`src/rtl/avmm_mult_responder.sv`:
```
// Avalon-MM responder wrapping an iterative unsigned shift-add multiplier.
// The host loads OPA/OPB, pulses START, then polls STATUS or waits for irq.
module avmm_mult_responder #(
  parameter int unsigned WIDTH    = 32,
  parameter logic [31:0] ID_VALUE = 32'h4D554C54
) (
  input  logic        clk,
  input  logic        reset,
  input  logic [2:0]  avs_address,
  input  logic        avs_read,
  input  logic        avs_write,
  input  logic [31:0] avs_writedata,
  output logic [31:0] avs_readdata,
  output logic        avs_readdatavalid,
  output logic        irq
);

  localparam int unsigned PW = 2 * WIDTH;

  typedef enum logic {S_IDLE, S_RUN} state_e;

  state_e            state_q, state_d;
  logic [WIDTH-1:0]  opa_q, opa_d, opb_q, opb_d;
  logic [WIDTH-1:0]  mplier_q, mplier_d;
  logic [PW-1:0]     mcand_q, mcand_d, acc_q, acc_d, res_q, res_d;
  logic [PW-1:0]     acc_next;
  logic [5:0]        bitcnt_q, bitcnt_d;
  logic [31:0]       cycles_q, cycles_d;
  logic              irq_en_q, irq_en_d, done_q, done_d;
  logic [31:0]       rdata_q, rdata_d;
  logic              rvalid_q, rvalid_d;
  logic [63:0]       res_ext;

  assign res_ext           = 64'(res_q);
  assign avs_readdata      = rdata_q;
  assign avs_readdatavalid = rvalid_q;
  assign irq               = done_q & irq_en_q;

  always_comb begin
    state_d  = state_q;
    opa_d    = opa_q;
    opb_d    = opb_q;
    mplier_d = mplier_q;
    mcand_d  = mcand_q;
    acc_d    = acc_q;
    res_d    = res_q;
    bitcnt_d = bitcnt_q;
    cycles_d = cycles_q;
    irq_en_d = irq_en_q;
    done_d   = done_q;
    rdata_d  = rdata_q;
    rvalid_d = avs_read;
    acc_next = mplier_q[0] ? (acc_q + mcand_q) : acc_q;

    if (avs_write) begin
      case (avs_address)
        3'd0: opa_d = avs_writedata[WIDTH-1:0];
        3'd1: opb_d = avs_writedata[WIDTH-1:0];
        // A START issued while busy is dropped as a whole, IRQ_EN included.
        3'd2: if (!(state_q == S_RUN && avs_writedata[0])) irq_en_d = avs_writedata[1];
        3'd3: if (avs_writedata[1]) done_d = 1'b0;
        default: ;
      endcase
    end

    case (state_q)
      S_IDLE: begin
        if (avs_write && avs_address == 3'd2 && avs_writedata[0]) begin
          state_d  = S_RUN;
          mcand_d  = PW'(opa_q);
          mplier_d = opb_q;
          acc_d    = '0;
          bitcnt_d = '0;
          cycles_d = '0;
          done_d   = 1'b0;
        end
      end
      S_RUN: begin
        acc_d    = acc_next;
        mcand_d  = mcand_q << 1;
        mplier_d = mplier_q >> 1;
        bitcnt_d = bitcnt_q + 6'd1;
        if (cycles_q != 32'hFFFF_FFFF) cycles_d = cycles_q + 32'd1;
        // Completion overrides a same-cycle DONE clear from the host.
        if (bitcnt_q == 6'(WIDTH - 1)) begin
          res_d   = acc_next;
          done_d  = 1'b1;
          state_d = S_IDLE;
        end
      end
      default: state_d = S_IDLE;
    endcase

    if (avs_read) begin
      case (avs_address)
        3'd0: rdata_d = 32'(opa_q);
        3'd1: rdata_d = 32'(opb_q);
        3'd2: rdata_d = {30'd0, irq_en_q, 1'b0};
        3'd3: rdata_d = {30'd0, done_q, (state_q == S_RUN)};
        3'd4: rdata_d = res_ext[31:0];
        3'd5: rdata_d = res_ext[63:32];
        3'd6: rdata_d = cycles_q;
        3'd7: rdata_d = ID_VALUE;
        default: ;
      endcase
    end
  end

  always_ff @(posedge clk) begin
    if (reset) begin
      state_q  <= S_IDLE;
      opa_q    <= '0;
      opb_q    <= '0;
      mplier_q <= '0;
      mcand_q  <= '0;
      acc_q    <= '0;
      res_q    <= '0;
      bitcnt_q <= '0;
      cycles_q <= '0;
      irq_en_q <= 1'b0;
      done_q   <= 1'b0;
      rdata_q  <= '0;
      rvalid_q <= 1'b0;
    end else begin
      state_q  <= state_d;
      opa_q    <= opa_d;
      opb_q    <= opb_d;
      mplier_q <= mplier_d;
      mcand_q  <= mcand_d;
      acc_q    <= acc_d;
      res_q    <= res_d;
      bitcnt_q <= bitcnt_d;
      cycles_q <= cycles_d;
      irq_en_q <= irq_en_d;
      done_q   <= done_d;
      rdata_q  <= rdata_d;
      rvalid_q <= rvalid_d;
    end
  end

endmodule

```
`config.mk`:
```
export PLATFORM = sky130hd
export DESIGN_NAME = avmm_mult_responder
export DESIGN_NICKNAME = d
export VERILOG_FILES = /design/src/rtl/avmm_mult_responder.sv
export SDC_FILE = /design/constraint.sdc
export NUM_CORES = 1
export LEC_CHECK = 0
export ABC_AREA = 0
export BUFFER_PORTS_ARGS = -buffer_cell sky130_fd_sc_hd__buf_2
export CORE_MARGIN = 1.5
export CORE_UTILIZATION = 40
export CTS_BUF_LIST = sky130_fd_sc_hd__clkbuf_8
export DETAILED_ROUTE_END_ITERATION = 12
export SYNTH_ARGS = -nofsm -noshare
export SYNTH_HDL_FRONTEND = slang
export SYNTH_SLANG_ARGS = --single-unit
```
`constraint.sdc`:
```
create_clock -name clk -period 2.8 [get_ports clk]
set_input_delay 0.84 -clock clk [delete_from_list [all_inputs] [get_ports clk]]
set_output_delay 0.84 -clock clk [all_outputs]
set_load 0.1 [all_outputs]
```
After elaboration in Yosys (flattened, before gate mapping)
Cells that the tools add are included.
{ "word_totals": {"n_memories": 0, "output_inout_bits": 34, "ram_bits": 0, "rom_bits": 0, "elab_cells": 61, "latch_bits": 0, "reg_bits": 362} }
{ "op_classes": {"magnitude_cmp": 0, "n_mul": 0, "shift": 0, "n_reduce_logical": 9, "mux": 22, "addsub": 3, "eq_ne": 11, "div_mod_pow": 0, "n_bitwise": 3} }
{ "ops": {"columns": ["operator", "count"], "rows": [
  ["32-bit case mux with 8 select lines", 1],
  ["64-bit case mux with 2 select lines", 2],
  ["64-bit two-way mux", 3],
  ["32-bit case mux with 2 select lines", 2],
  ["32-bit two-way mux", 3],
  ["64-bit adder", 1],
  ["32-bit by 1-bit adder with 32-bit output (second input constant)", 1],
  ["32-bit inequality test (second input constant)", 1],
  ["3-bit equality test (second input constant)", 4],
  ["6-bit case mux with 2 select lines", 1],
  ["2-bit AND reduction", 4],
  ["1-bit two-way mux", 7],
  ["6-bit by 1-bit adder with 6-bit output (second input constant)", 1],
  ["3-bit by 2-bit equality test with 1-bit output (second input constant)", 2],
  ["6-bit by 5-bit equality test with 1-bit output (second input constant)", 1],
  ["6-bit two-way mux", 1],
  ["1-bit case mux with 2 select lines", 2],
  ["3-bit by 1-bit equality test with 1-bit output (second input constant)", 1],
  ["1-bit logical AND", 3],
  ["3-bit logical NOT", 1],
  ["3-bit AND reduction", 1],
  ["2-bit by 1-bit inequality test with 1-bit output (second input constant)", 1],
  ["2-bit inequality test (second input constant)", 1],
  ["1-bit NOT", 2],
  ["1-bit AND", 1]
]} }

Logic depth before layout (Yosys ltp)
{ "depth": {"depth_word": 5, "ltp_mapped": 13, "ltp_nobuf": 13} }

Least setup slack after synthesis
Ideal clock, no wire load.
{ "synth_path": {"path_kind": "register to register", "from": "register mcand_q[0]", "to": "register acc_q[14]", "path_slack_ns": 0.086, "path_buffers": 0, "t_arrival_ns": 2.586, "period_less_slack_ns": 2.714, "setup_time_ns": 0.128, "path_stages_with_launch": 14, "cell_sequence": "dfxtp_1 -> ha_1 -> inv_1 -> fa_1 -> nand2b_1 -> a21o_1 -> a21boi_0 -> nor2_1 -> o21ai_0 -> a31oi_1 -> xnor2_1 -> mux2_2 -> a22oi_1 -> nor2_1"} }
{ "synth_via": {"elab_chain_cells": 3} }
{ "synth_rtl": {"columns": ["element", "line_no", "rtl"], "rows": [
  ["start: declaration", "25", "logic [PW-1:0] mcand_q, mcand_d, acc_q, acc_d, res_q, res_d;"],
  ["start signal: assignment", "129", "mcand_q <= mcand_d;"],
  ["64-bit adder", "53", "acc_next = mplier_q[0] ? (acc_q + mcand_q) : acc_q;"],
  ["64-bit two-way mux", "53", null],
  ["64-bit case mux with 2 select lines", "66", "case (state_q)"],
  ["end signal: assignment", "116", "acc_q <= '0;"],
  ["end signal: assignment", "130", "acc_q <= acc_d;"],
  ["end: declaration", "25", null]
]} }
No other way between the ends.
A chain may end at the register's enable or synchronous reset.

Worst setup path after layout
{ "layout_path": {"from": "register acc_q[0]", "to": "register res_q[54], in the netlist res_ext[54]"} }
{ "layout_via": {"elab_chain_cells": 2} }
{ "layout_rtl": {"columns": ["element", "line_no", "rtl"], "rows": [
  ["64-bit adder", "53", null],
  ["64-bit two-way mux", "53", null],
  ["end signal: assignment", "131", "res_q <= res_d;"],
  ["end: declaration", "25", null]
]} }
No other way between the ends.

==> results.cfg <==
[timing]
tns_ns = 0
fin_crit_sh_pct = 99.97
relSlewSlack_pct = 2.961
setup_viol = 0
finalClockSkew_ns = 0.04254
worst_pin_slew_ns = 1.450
fin_ws_ns = 0.0008271
period_needed_ns = 2.799
slew_viol_final = 0
fmax_mhz = 357.2
rsz0062_at_grt = true
finalHoldViolCount = 0

[worst_setup_path]
arrival_ns = 3.34
cp_cell_sequence = ha_4 > inv_2 > fa_2 > nand2b_4 > buf_6 > a21oi_2 > o211ai_1 > nand3_2 > nor2_4 > o31ai_2 > buf_4 > a211oi_4 > xnor2_2 > mux2i_1 > a21oi_1
cp_slowest_cell = fa_2
cp-end-kind = register
crit_path_max_fanout = 4
worstSetupPathType = reg -> reg
crit_path_max_incr_delay_ns = 0.36
critPathLaunchType = register
crit_required_ns = 3.34
rrSetupSlack_ns = 0.0008
r2r_cells = 15
r2r-end = res_ext[54]
r2r-start = acc_q[0]

[run]
maxCapViolCount = 0

[route]
drc = 0
firstDrtPassIters = 5
ant_nets = 0
postRouteWirelength_um = 66910
avgRoutedWirePerCell_um = 20.01
drtIter0Drc = 1504
vias = 18782
vias_per_cell = 5.618

[clocking]
root_buffer = clkbuf_8
cts.reportedPaths.clkPinSlew_ns = 0.06
cts_hold_buf = 0
clk_path_buf_depth = 3
clock_sinks = 362
numCtsBuffers = 61
h-tree-depth = 2
clkLatencyLatePin_ns = 0.71
cts_tree = built

[synth]
synth_largest_area_cell = dfxtp_1
ys_ff_latch = 362
synthTopCellsByArea = dfxtp_1 (38%), a21oi_1 (9.7%), nor2_1 (6.6%), mux2i_1 (6.3%), nand2_1 (6.1%)
synth_top_flop_cell = dfxtp_1
synth_edf_count = 0
yosys.cell_types.count = 79
synthMostInstantiatedCell = a21oi_1
yosysSeqAreaShare_pct = 37.84
avgSynthCellArea_um2 = 7.827
yosysWarnings = 0
synthesis.area_mm2 = 0.01915
synthesis.nets = 2552
synth.top_cell.area_share_pct = 37.84
synth_common_cells = a21oi_1 (371), dfxtp_1 (362), nor2_1 (336)
synthCells = 2447
synth-async-reset-ratio_pct = 0

[global_routing]
grt_remaining_overflow = 0
grt_usage_pct = 26.37
grt_use_met3_pct = 4.095
grt_pass1_vias = 17986
antenna_found_initial = 2
grt_first_pass_wirelength_um = 102400
grt_max_degree = 81
met2_usage_pct = 44.74
top_usage_layer = met2
met1_usage_pct = 33.12

[pwr]
p_leak_nw = 10.06
ir_worst_vdd_mv = 0.3064
p_per_area_mw_per_mm2 = 475.9
total_power_mw = 11.46

[floorplan]
dieHeight_um = 221.8
rows = 79
die_w_um = 221.8
io_pins = 73
coreArea_mm2 = 0.04685
start_util_pct = 40.88
dieArea_mm2 = 0.04920

[final_layout]
areaGrowthSynthToFinish_pct = 25.78
fin_nets = 2788
n_fill_cell = 4496
drive_above_1_share_pct = 23.44
multi_input_area_mm2 = 0.01194
regArea_mm2 = 0.007278
final_util_pct = 51.42
stdcell_area_mm2 = 0.02409

[worst_hold_path]
hold-path-endpoint = opa_q[8]
min_path_cells = 3
min-delay-start = avs_writedata[8]
hp-class = in -> reg

[placed_design]
placed_cell_area_mm2 = 0.02172
gp_congestion = 0.9466
place_ws_ns = -0.2799
dp_hpwl_um = 48900
place.port_buffers = 72

[outcome]
status = finished, final reports clean
## power by group
part | switching, mW | total [mW] | internal (mW)
registers | 0.0442 | 5.24 | 5.20
clock network | 2.38 | 5.55 | 3.17
logic | 0.510 | 0.674 | 0.164
## critical path: cells and delay by family (launching register included)
family / cells / cell delay [ns]
xor+xnor: 1 / 0.16
flops: 1 / 0.35
buf+inv: 3 / 0.36
simple gates: 3 / 0.38
fa+ha+maj: 2 / 0.50
mux: 1 / 0.25
compound gates: 5 / 0.64
## logic make-up (layout without fill, tap and decap cells)
group | Yosys count | in the layout | synth area share, %
flops | 362 | 362 | 37.84
fa+ha+maj | 66 | 66 | 4.351
buf+inv | 205 | 493 | 4.161
mux | 143 | 143 | 7.624
compound gates | 722 | 722 | 22.31
other cells | 0 | 1 | 0
xor+xnor | 83 | 83 | 3.796
simple gates | 866 | 866 | 19.92
## registers in the layout, indices dropped and copies added (netlist names)
signal             count
acc_q                 64
done_q                 1
state_q                1
bitcnt_q               6
cycles_q              32
avs_readdata          32
irq_en_q               1
mplier_q              32
opa_q                 32
opb_q                 32
avs_readdatavalid      1
mcand_q               64
res_ext               64
## area by class of cell
type                       instances  share of cell area, %
antenna                            1                0.01039
multi-input combinational       1880                  49.55
clock inverter                    34                  1.397
clock buffer                      81                  4.628
timing repair buffer             344                  10.52
sequential                       362                  30.21
tap                              607                  3.153
inverter                          34                 0.5298
## per-stage QoR
step / std cells / hold slack (ns)
final: 3343 / 0.3854
after global placement: 3218 / 0.4463
after global routing: 3342 / 0.3629
after floorplan: 2447 / 0.4288
after CTS: 3335 / 0.3469
after detailed placement: 3218 / 0.4492
## layer usage
| metal | vias to the layer above | routed length (µm) |
|---|---|---|
| met5 | - | 13 |
| met4 | 2 | 3225 |
| met3 | 169 | 3600 |
| met2 | 548 | 31300 |
| met1 | 8963 | 28760 |
| li1 | 9100 | - |
## what timing repair did
item | CTS | global route
setup endpoints to repair | 63 | 69
pin swaps | 16 | 42
hold endpoints to repair | 0 | 0
setup buffers | 2 | 8
resized for setup | 36 | 135
## how the worst max path moves through the flow
| stage | start | end | slack [ns] | cells past startpoint |
|---|---|---|---|---|
| floorplan | mcand_q[0] | acc_q[14] | 0.09 | 13 |
| global route | acc_q[0] | acc_q[14] | -0.08 | 14 |
| detailed placement | mcand_q[8] | res_ext[63] | -0.28 | 12 |
| finish | acc_q[0] | res_ext[54] | 0.0008 | 15 |
| CTS | acc_q[22] | res_ext[63] | -0.04 | 12 |
| global placement | mcand_q[0] | acc_q[60] | -0.28 | 13 |
## cells in the final DEF, fill, tap and decap left out, types with 33 or more instances in the layout
cell	n
nand2_1	307
ha_1	34
a21oi_1	338
buf_4	260
nor2_1	330
mux2i_1	120
clkbuf_8	82
xor2_1	37
and3_1	50
buf_2	71
inv_1	45
dfxtp_1	339
a211oi_1	33
o21ai_0	95
xnor2_1	38
nand3_1	34
Note: power is estimated with default switching activity, not from simulation.
